[config.mk]
export PLATFORM = sky130hd
export DESIGN_NAME = arm_shift_pipe
export DESIGN_NICKNAME = d
export VERILOG_FILES = /design/src/rtl/arm_shift_pipe.sv
export SDC_FILE = /design/constraint.sdc
export NUM_CORES = 1
export LEC_CHECK = 0
export ABC_CLOCK_PERIOD_IN_PS = 4940
export BUFFER_PORTS_ARGS = -buffer_cell sky130_fd_sc_hd__buf_2
export CAP_MARGIN = 20
export CORE_UTILIZATION = 35
export CTS_CLUSTER_DIAMETER = 50
export DETAILED_ROUTE_END_ITERATION = 8
export PLACE_DENSITY = 0.59
export SLEW_MARGIN = 40
export SYNTH_ARGS = -nofsm -noshare
export SYNTH_HDL_FRONTEND = slang
export SYNTH_SLANG_ARGS = --single-unit
[constraint.sdc]
create_clock -name clk -period 4.94 [get_ports clk]
set_clock_uncertainty 0.15 [all_clocks]
set_input_delay 0.988 -clock clk [delete_from_list [all_inputs] [get_ports clk]]
set_output_delay 0.988 -clock clk [all_outputs]
set_load 0.1 [all_outputs]
[src/rtl/arm_shift_pipe.sv]
// ARM operand-2 barrel shifter with carry-out, pipelined over LATENCY register stages.
// Stage 0 registers the request fields; the shifter result is then carried through the remaining stages.
module arm_shift_pipe #(
  parameter int WIDTH   = 32,
  parameter int LATENCY = 2
) (
  input  logic             clk,
  input  logic             reset,
  input  logic             in_valid,
  output logic             in_ready,
  input  logic [WIDTH-1:0] rm_data,
  input  logic [1:0]       shift_type,
  input  logic [7:0]       shift_amt,
  input  logic             shift_reg,
  input  logic             imm_mode,
  input  logic [7:0]       imm_val,
  input  logic [3:0]       rot_imm,
  input  logic             carry_in,
  output logic             out_valid,
  input  logic             out_ready,
  output logic [WIDTH-1:0] out_data,
  output logic             carry_out
);

  localparam int LW = $clog2(WIDTH);
  localparam int AW = (LW + 1 > 9) ? LW + 1 : 9;
  localparam int RS = (LATENCY > 1) ? LATENCY - 1 : 1;
  localparam logic [AW-1:0] W_A = AW'(WIDTH);

  logic             adv;
  logic             f_valid;
  logic [WIDTH-1:0] f_rm;
  logic [1:0]       f_type;
  logic [7:0]       f_amt;
  logic             f_reg;
  logic             f_imm;
  logic [7:0]       f_immv;
  logic [3:0]       f_rot;
  logic             f_cin;

  assign adv      = !out_valid | out_ready;
  assign in_ready = adv;

  // A single-stage pipe computes straight from the ports into the output register.
  generate
    if (LATENCY == 1) begin : g_direct
      assign f_valid = in_valid;
      assign f_rm    = rm_data;
      assign f_type  = shift_type;
      assign f_amt   = shift_amt;
      assign f_reg   = shift_reg;
      assign f_imm   = imm_mode;
      assign f_immv  = imm_val;
      assign f_rot   = rot_imm;
      assign f_cin   = carry_in;
    end else begin : g_stage0
      always_ff @(posedge clk or posedge reset) begin
        if (reset) begin
          f_valid <= 1'b0;
          f_rm    <= '0;
          f_type  <= '0;
          f_amt   <= '0;
          f_reg   <= 1'b0;
          f_imm   <= 1'b0;
          f_immv  <= '0;
          f_rot   <= '0;
          f_cin   <= 1'b0;
        end else if (adv) begin
          f_valid <= in_valid;
          f_rm    <= rm_data;
          f_type  <= shift_type;
          f_amt   <= shift_amt;
          f_reg   <= shift_reg;
          f_imm   <= imm_mode;
          f_immv  <= imm_val;
          f_rot   <= rot_imm;
          f_cin   <= carry_in;
        end
      end
    end
  endgenerate

  function automatic logic [WIDTH-1:0] rotr(input logic [WIDTH-1:0] v, input logic [LW-1:0] r);
    logic [LW:0] s;
    s = (LW + 1)'(WIDTH) - {1'b0, r};
    return (v >> r) | (v << s);
  endfunction

  logic [AW-1:0]           n;
  logic [LW-1:0]           nl;
  logic [LW-1:0]           nl_neg;
  logic [LW-1:0]           nl_m1;
  logic [LW-1:0]           r_imm;
  logic signed [WIDTH-1:0] xs;
  logic [WIDTH-1:0]        res;
  logic                    res_c;

  // Immediate LSR/ASR #0 encode a full-width shift; ROR #0 (n stays 0) is RRX.
  always_comb begin
    xs     = f_rm;
    r_imm  = LW'({f_rot, 1'b0});
    if (f_reg)
      n = {{(AW-8){1'b0}}, f_amt};
    else if (f_amt[4:0] == 5'd0 && (f_type == 2'b01 || f_type == 2'b10))
      n = W_A;
    else
      n = {{(AW-5){1'b0}}, f_amt[4:0]};
    nl     = n[LW-1:0];
    nl_neg = '0 - nl;
    nl_m1  = nl - LW'(1);
    res    = f_rm;
    res_c  = f_cin;
    if (f_imm) begin
      res   = rotr({{(WIDTH-8){1'b0}}, f_immv}, r_imm);
      res_c = (f_rot == 4'd0) ? f_cin : res[WIDTH-1];
    end else if (n == '0) begin
      if (f_type == 2'b11 && !f_reg) begin
        res   = {f_cin, f_rm[WIDTH-1:1]};
        res_c = f_rm[0];
      end
    end else begin
      case (f_type)
        2'b00: begin
          if (n < W_A) begin
            res   = f_rm << nl;
            res_c = f_rm[nl_neg];
          end else begin
            res   = '0;
            res_c = (n == W_A) ? f_rm[0] : 1'b0;
          end
        end
        2'b01: begin
          if (n < W_A) begin
            res   = f_rm >> nl;
            res_c = f_rm[nl_m1];
          end else begin
            res   = '0;
            res_c = (n == W_A) ? f_rm[WIDTH-1] : 1'b0;
          end
        end
        2'b10: begin
          if (n < W_A) begin
            res   = xs >>> nl;
            res_c = f_rm[nl_m1];
          end else begin
            res   = {WIDTH{f_rm[WIDTH-1]}};
            res_c = f_rm[WIDTH-1];
          end
        end
        default: begin
          if (nl == '0) begin
            res   = f_rm;
            res_c = f_rm[WIDTH-1];
          end else begin
            res   = rotr(f_rm, nl);
            res_c = res[WIDTH-1];
          end
        end
      endcase
    end
  end

  logic [WIDTH-1:0] p_data  [RS];
  logic             p_carry [RS];
  logic             p_valid [RS];

  always_ff @(posedge clk or posedge reset) begin
    if (reset) begin
      for (int i = 0; i < RS; i++) begin
        p_data[i]  <= '0;
        p_carry[i] <= 1'b0;
        p_valid[i] <= 1'b0;
      end
    end else if (adv) begin
      p_data[0]  <= res;
      p_carry[0] <= res_c;
      p_valid[0] <= f_valid;
      for (int i = 1; i < RS; i++) begin
        p_data[i]  <= p_data[i-1];
        p_carry[i] <= p_carry[i-1];
        p_valid[i] <= p_valid[i-1];
      end
    end
  end

  assign out_valid = p_valid[RS-1];
  assign out_data  = p_data[RS-1];
  assign carry_out = p_carry[RS-1];

endmodule
-- After elaboration in Yosys (flattened, before gate mapping)
Index checks and enable logic that the tools add are counted.
- add/sub/neg operators: 4
- magnitude comparators: 3
- eq/ne operators: 4
- shift-type cells: 6
- multiplexer cells: 25
- bitwise gates (word level): 3
- reduce and logical (&&, ||, !) cells: 10
- operators with widths (cell ; count):
    $mux 32 ; 7
    $pmux 32 s3 ; 1
    $or 32x32->32 ; 2
    $shl 32x5->32 ; 1
    $shl 32x6->32 ; 1
    $shl 8x6->32 ; 1
    $shr 32x5->32 ; 1
    $shr 8x5->32 ; 1
    $sshr 32x5->32 ; 1
    $lt 5x6->1 const B ; 2
    $mux 1 ; 12
    $sub 6x5->6 const A ; 2
    $bmux 1 s5 ; 2
    $logic_not 5->1 ; 2
    $eq 9x6->1 const B ; 1
    $logic_not 9->1 ; 1
    $lt 9x6->1 const B ; 1
    $mux 8 ; 1
    $mux 6 ; 1
    $sub 1x5->5 const A ; 1
    $sub 5x1->5 const B ; 1
    $eq 2x2->1 const B ; 2
    $logic_not 4->1 ; 1
    $pmux 1 s3 ; 1
    6 further kinds ; 8
- bits in registers: 92
- input port bits: 61
- output and inout bits: 35
- word-level logic and storage cells: 67

-- Logic depth before layout (Yosys ltp)
- word-level depth: 12
- gate-level depth with buffers: 18
- mapped depth without buffers: 12

-- Least setup slack after synthesis
No wires, ideal clock.
- path kind: input to output
- start: input port out_ready
- end: output port in_ready
- data arrival time: 2.607 ns
- required time: 3.802 ns
- setup slack: 1.195 ns
- stages: 5
- buffers on the path: 3
- cell sequence: nor2b_1 clkbuf_1 inv_1 clkbuf_1 clkbuf_1
- cells in the longest elaborated chain, start to end: 1
- ends and longest elaborated chain (item ; RTL line ; text):
    from (decl) ; 20 ; input logic out_ready,
    $or 1x1->1 ; 41 ; assign adv = !out_valid | out_ready;
    to (decl) ; 10 ; output logic in_ready,
No other way between the ends.

-- Final worst setup path
- start: register f_amt[2]
- end: register p_data (netlist bit out_data[26])
- cells in the longest elaborated chain, start to end: 11
- elaborated cells between the ends (all ways): 20
- those cells by class: 1 x add/sub; 1 x order compare; 4 x shift; 9 x mux; 1 x bitwise; 4 x reduce/logical
- ends and longest elaborated chain (item ; RTL line ; text):
    from (decl) ; 34 ; logic [7:0] f_amt;
    from (signal assigned) ; 72 ; f_amt <= shift_amt;
    $logic_not 5->1 ; 104 ; else if (f_amt[4:0] == 5'd0 && (f_type == 2'b01 || f_type == 2'b10))
    $logic_and 1x1->1 ; 104 ;
    $mux 6 ; 104 ;
    $mux 8 * ; 102 ; if (f_reg)
    $sub 6x5->6 ; 85 ; s = (LW + 1)'(WIDTH) - {1'b0, r};
    $shl 32x6->32 ; 86 ; return (v >> r) | (v << s);
    $or 32x32->32 ; 86 ;
    $mux 32 ; 151 ; if (nl == '0) begin
    $pmux 32 s3 ; 122 ; case (f_type)
    $mux 32 * ; 116 ; end else if (n == '0) begin
    $mux 32 * ; 113 ; if (f_imm) begin
    to (signal, indexed assignment) ; 179 ; p_data[i] <= p_data[i-1];
    to (decl) ; 163 ; logic [WIDTH-1:0] p_data [RS];
Mark *: on every way between the ends. The rest lies on a longest branch, timed or not.
A chain may end at the register's enable or synchronous reset.

==> impl_metrics.toml <==
[timing]
finalSetupViolations = 0
fmax_mhz = 248
finalCritPeriodShare = 0.817
rsz0062_at_grt = "no"
slew_headroom = 0.366
period_minus_slack_ns = 4.03
max_slew.worst_pin.slew_ns = 0.949
hold_viol_final = 0
slew_viol_final = 0
finalSetupTns_ns = 0

[global_routing]
grt_pass1_wl_um = 107000
antenna_found_initial = 4
grtUsageTotal = 0.381
grt_remaining_overflow = 0
grt_max_degree = 84
grt_pass1_vias = 14486

[logic_synthesis]
yosysWarnings = 0
ys_seq_area_frac = 0.171
synthArstFlopShare = 1.00
syn_area_per_cell_um2 = 8.06
synthTopCellsByArea = "mux4_2, dfrtp_1, nand2_1, mux2i_1, clkbuf_1"
syn-num-nets = 1743
synthFlopType = "dfrtp_1"
syn_area_mm2 = 0.0135
synth-edff-count = 0
synth_top_area_share = 0.194
netlist_instances = 1674
synth.distinct_cells = 91
synth_top_area_cell = "mux4_2"
ys_seq_elements = 92

[die]
die_x_um = 198
die_area_mm2 = 0.0393
design.core.area_mm2 = 0.0378
die_y_um = 198
rows = 71
start_util = 0.357
num_io_pins = 96

[critical_path]
crit_slowest_cell = "dfrtp_4"
crit_path_end = "out_data[26]"
cp_num_buf_inv = 1
crit_path_frequent_cell = "nor2_1"
crit_family = "compound AO/OA/AOI/OAI gates"
rrSetupSlack_ns = 0.91
critPathLaunchType = "flop"
worst-path-max-fanout = 47
crit_chain = "or2_2, nor2_1, ha_1, inv_1, o21ai_0, nor2_1, a32oi_1, o211ai_1, o2111ai_1, a21oi_1"
max_stage_delay_ns = 0.73
path_class = "reg2reg"
r2r_end = "out_data[26]"
startpoint = "f_amt[2]"
critPathRequiredTime_ns = 5.12
crit_path_end_kind = "flop"
crit_cells = 10
reg2regPathDepth = 10
worstReg2RegStart = "f_amt[2]"
crit_arrival_ns = 4.21

[finish]
areaGrowthSynthToFinish_pct = 8.42
fill_cells = 3966
drive_above_1_share = 0.239
final_nets = 1715

[pwr]
ir_drop_mv = 0.214
p_comb_frac = 0.681
clkPwrFrac = 0.117
intPower_mw = 2.69
p_total_mw = 6.57
power_switching_mw = 3.88
swShare = 0.591
power_density_mw_per_mm2 = 449
leakage_nw = 5.73
sequentialPowerShare = 0.202

[clocking]
cts_buffer_depth = 2
clock_sinks = 92
clkTransAtPathRegs_ns = 0.08
post_cts_buffers = 0
htreeDepth = 3
ctsHoldBuffers = 0
insertion_delay_ns = 0.40
post_cts_resized = 0
cts_buffers = 9
root_buffer = "clkbuf_16"
cts_tree = "built"

[placement]
dpl.hpwl_um = 54400
io_buffers = 95
globalplace.congestion = 1.08

[detailed_routing]
vias = 15370
first_pass_iters = 6
wl_per_cell_um = 34.3
totalWireLength_um = 74200
viasPerCell = 7.11
ant_nets = 0
route.detailed.drc = 0
dr.first_iter.drc_count = 2534

[outcome]
status = "complete, no violations"

[hold_path]
hold_class = "reg2reg"
holdPathStages = 2

[job]
maxCapViolations = 0
how the worst min path moves through the flow:
| stage | start | endpoint | slack [ns] |
|---|---|---|---|
| final | f_valid | f_valid | 0.32 |
| after global routing | f_valid | out_valid | 0.34 |
| after CTS | f_valid | out_valid | 0.32 |
| after detailed placement | f_valid | out_valid | 0.30 |
| after global placement | f_valid | f_valid | 0.29 |
| after floorplan | f_valid | f_valid | 0.28 |
cell type report:
| class | count | area (um2) | share of cell area |
|---|---|---|---|
| multi-input cells | 1353 | 10200 | 0.698 |
| flip-flops and latches | 92 | 2330 | 0.160 |
| repair buffers | 163 | 1020 | 0.0700 |
| well taps | 511 | 639 | 0.0437 |
| clock buffers | 9 | 225 | 0.0154 |
| inverters | 27 | 108 | 0.00736 |
| clock inverters | 7 | 78.8 | 0.00539 |
| diodes | 1 | 2.50 | 0.000171 |
synth_stat cells (6+ instances only):
master and instances:
o22ai_1 32, a211oi_1 23, o21ai_1 19, buf_6 8, a311oi_1 7, dfrtp_1 92
buf_2 43, nor2b_1 12, nand3_1 37, o21a_1 11, o21ai_0 86, inv_1 21
a31oi_1 30, nor3_1 44, nand2b_1 18, mux2_2 36, a211o_1 7, o211ai_1 17
mux2i_1 108, o2111ai_1 9, nor2_1 117, and2_1 13, mux4_2 116, a22oi_1 8
nand2_1 311, clkbuf_1 128, buf_1 8, o31ai_1 10, o31a_1 8, nand4_1 8
nor4_1 12, a21o_1 7, ha_1 8, and3_1 6, a221oi_1 13, o221ai_1 21
a21oi_1 88, buf_4 13
worst register-to-register path, cell delays in order, from the launching register on:
cell and delay (ns):
dfrtp_4 0.73, or2_2 0.55, nor2_1 0.23, ha_1 0.28
inv_1 0.20, o21ai_0 0.34, nor2_1 0.41, a32oi_1 0.11
o211ai_1 0.43, o2111ai_1 0.34, a21oi_1 0.22
cells in the final DEF (no fill, tap or decap), types with 9 or more instances in the layout:
master       n
a21oi_1     88
and2_1      13
nand3_1     37
buf_2       95
o211ai_1    17
mux2i_1    108
nor4_1      12
o21a_1      11
inv_1       19
o22ai_1     32
mux2_2      36
nand2b_1    17
a211oi_1    23
nand2_1    311
clkbuf_16    9
nor2_1     115
dfrtp_2     17
o31ai_1      9
o221ai_1    21
buf_4       65
dfrtp_1     72
a221oi_1    13
o21ai_1     20
nor3_1      43
mux4_2     116
nor2b_1     10
o2111ai_1    9
a31oi_1     30
o21ai_0     85
kinds of logic (layout without fill, tap and decap cells):
| kind of cell | count (synthesis) | after routing | share of synthesized area |
|---|---|---|---|
| simple gates | 608 | 608 | 0.199 |
| compound gates | 473 | 473 | 0.239 |
| mux | 260 | 260 | 0.304 |
| buf+inv | 229 | 206 | 0.0762 |
| flops | 92 | 92 | 0.171 |
| fa+ha+maj | 8 | 8 | 0.00742 |
| xor+xnor | 4 | 4 | 0.00316 |
| other cells | 0 | 1 | 0 |
stage by stage:
stage	setup WS (ns)	area, um2	hold WS, ns	util	std cells
2_1_floorplan	1.20	13500	0.280	-	1674
3_3_place_gp	0.953	14300	0.291	0.378	2146
3_5_place_dp	0.966	14300	0.303	0.379	2146
4_1_cts	0.955	14600	0.323	0.387	2162
5_1_grt	0.830	14600	0.339	0.387	2162
6_report	0.906	14600	0.321	0.387	2163
routing by layer:
layer,share of wire,track usage,vias to the layer above
li1,-,-,6270
met2,0.43,0.563,1280
met1,0.38,0.499,7520
met3,0.12,0.0899,298
met4,0.073,0.238,2
met5,0.00016,0,-
power by group through the flow:
stage | logic, mW | clock network (mW) | registers, mW
final | 4.47 | 0.769 | 1.33
after global routing | 4.61 | 0.802 | 1.33
after CTS | 4.32 | 0.777 | 1.30
after detailed placement | 4.31 | 0 | 1.32
after global placement | 4.32 | 0 | 1.31
after floorplan | 2.50 | 0 | 1.70
Power figures use the tool's default switching activity.
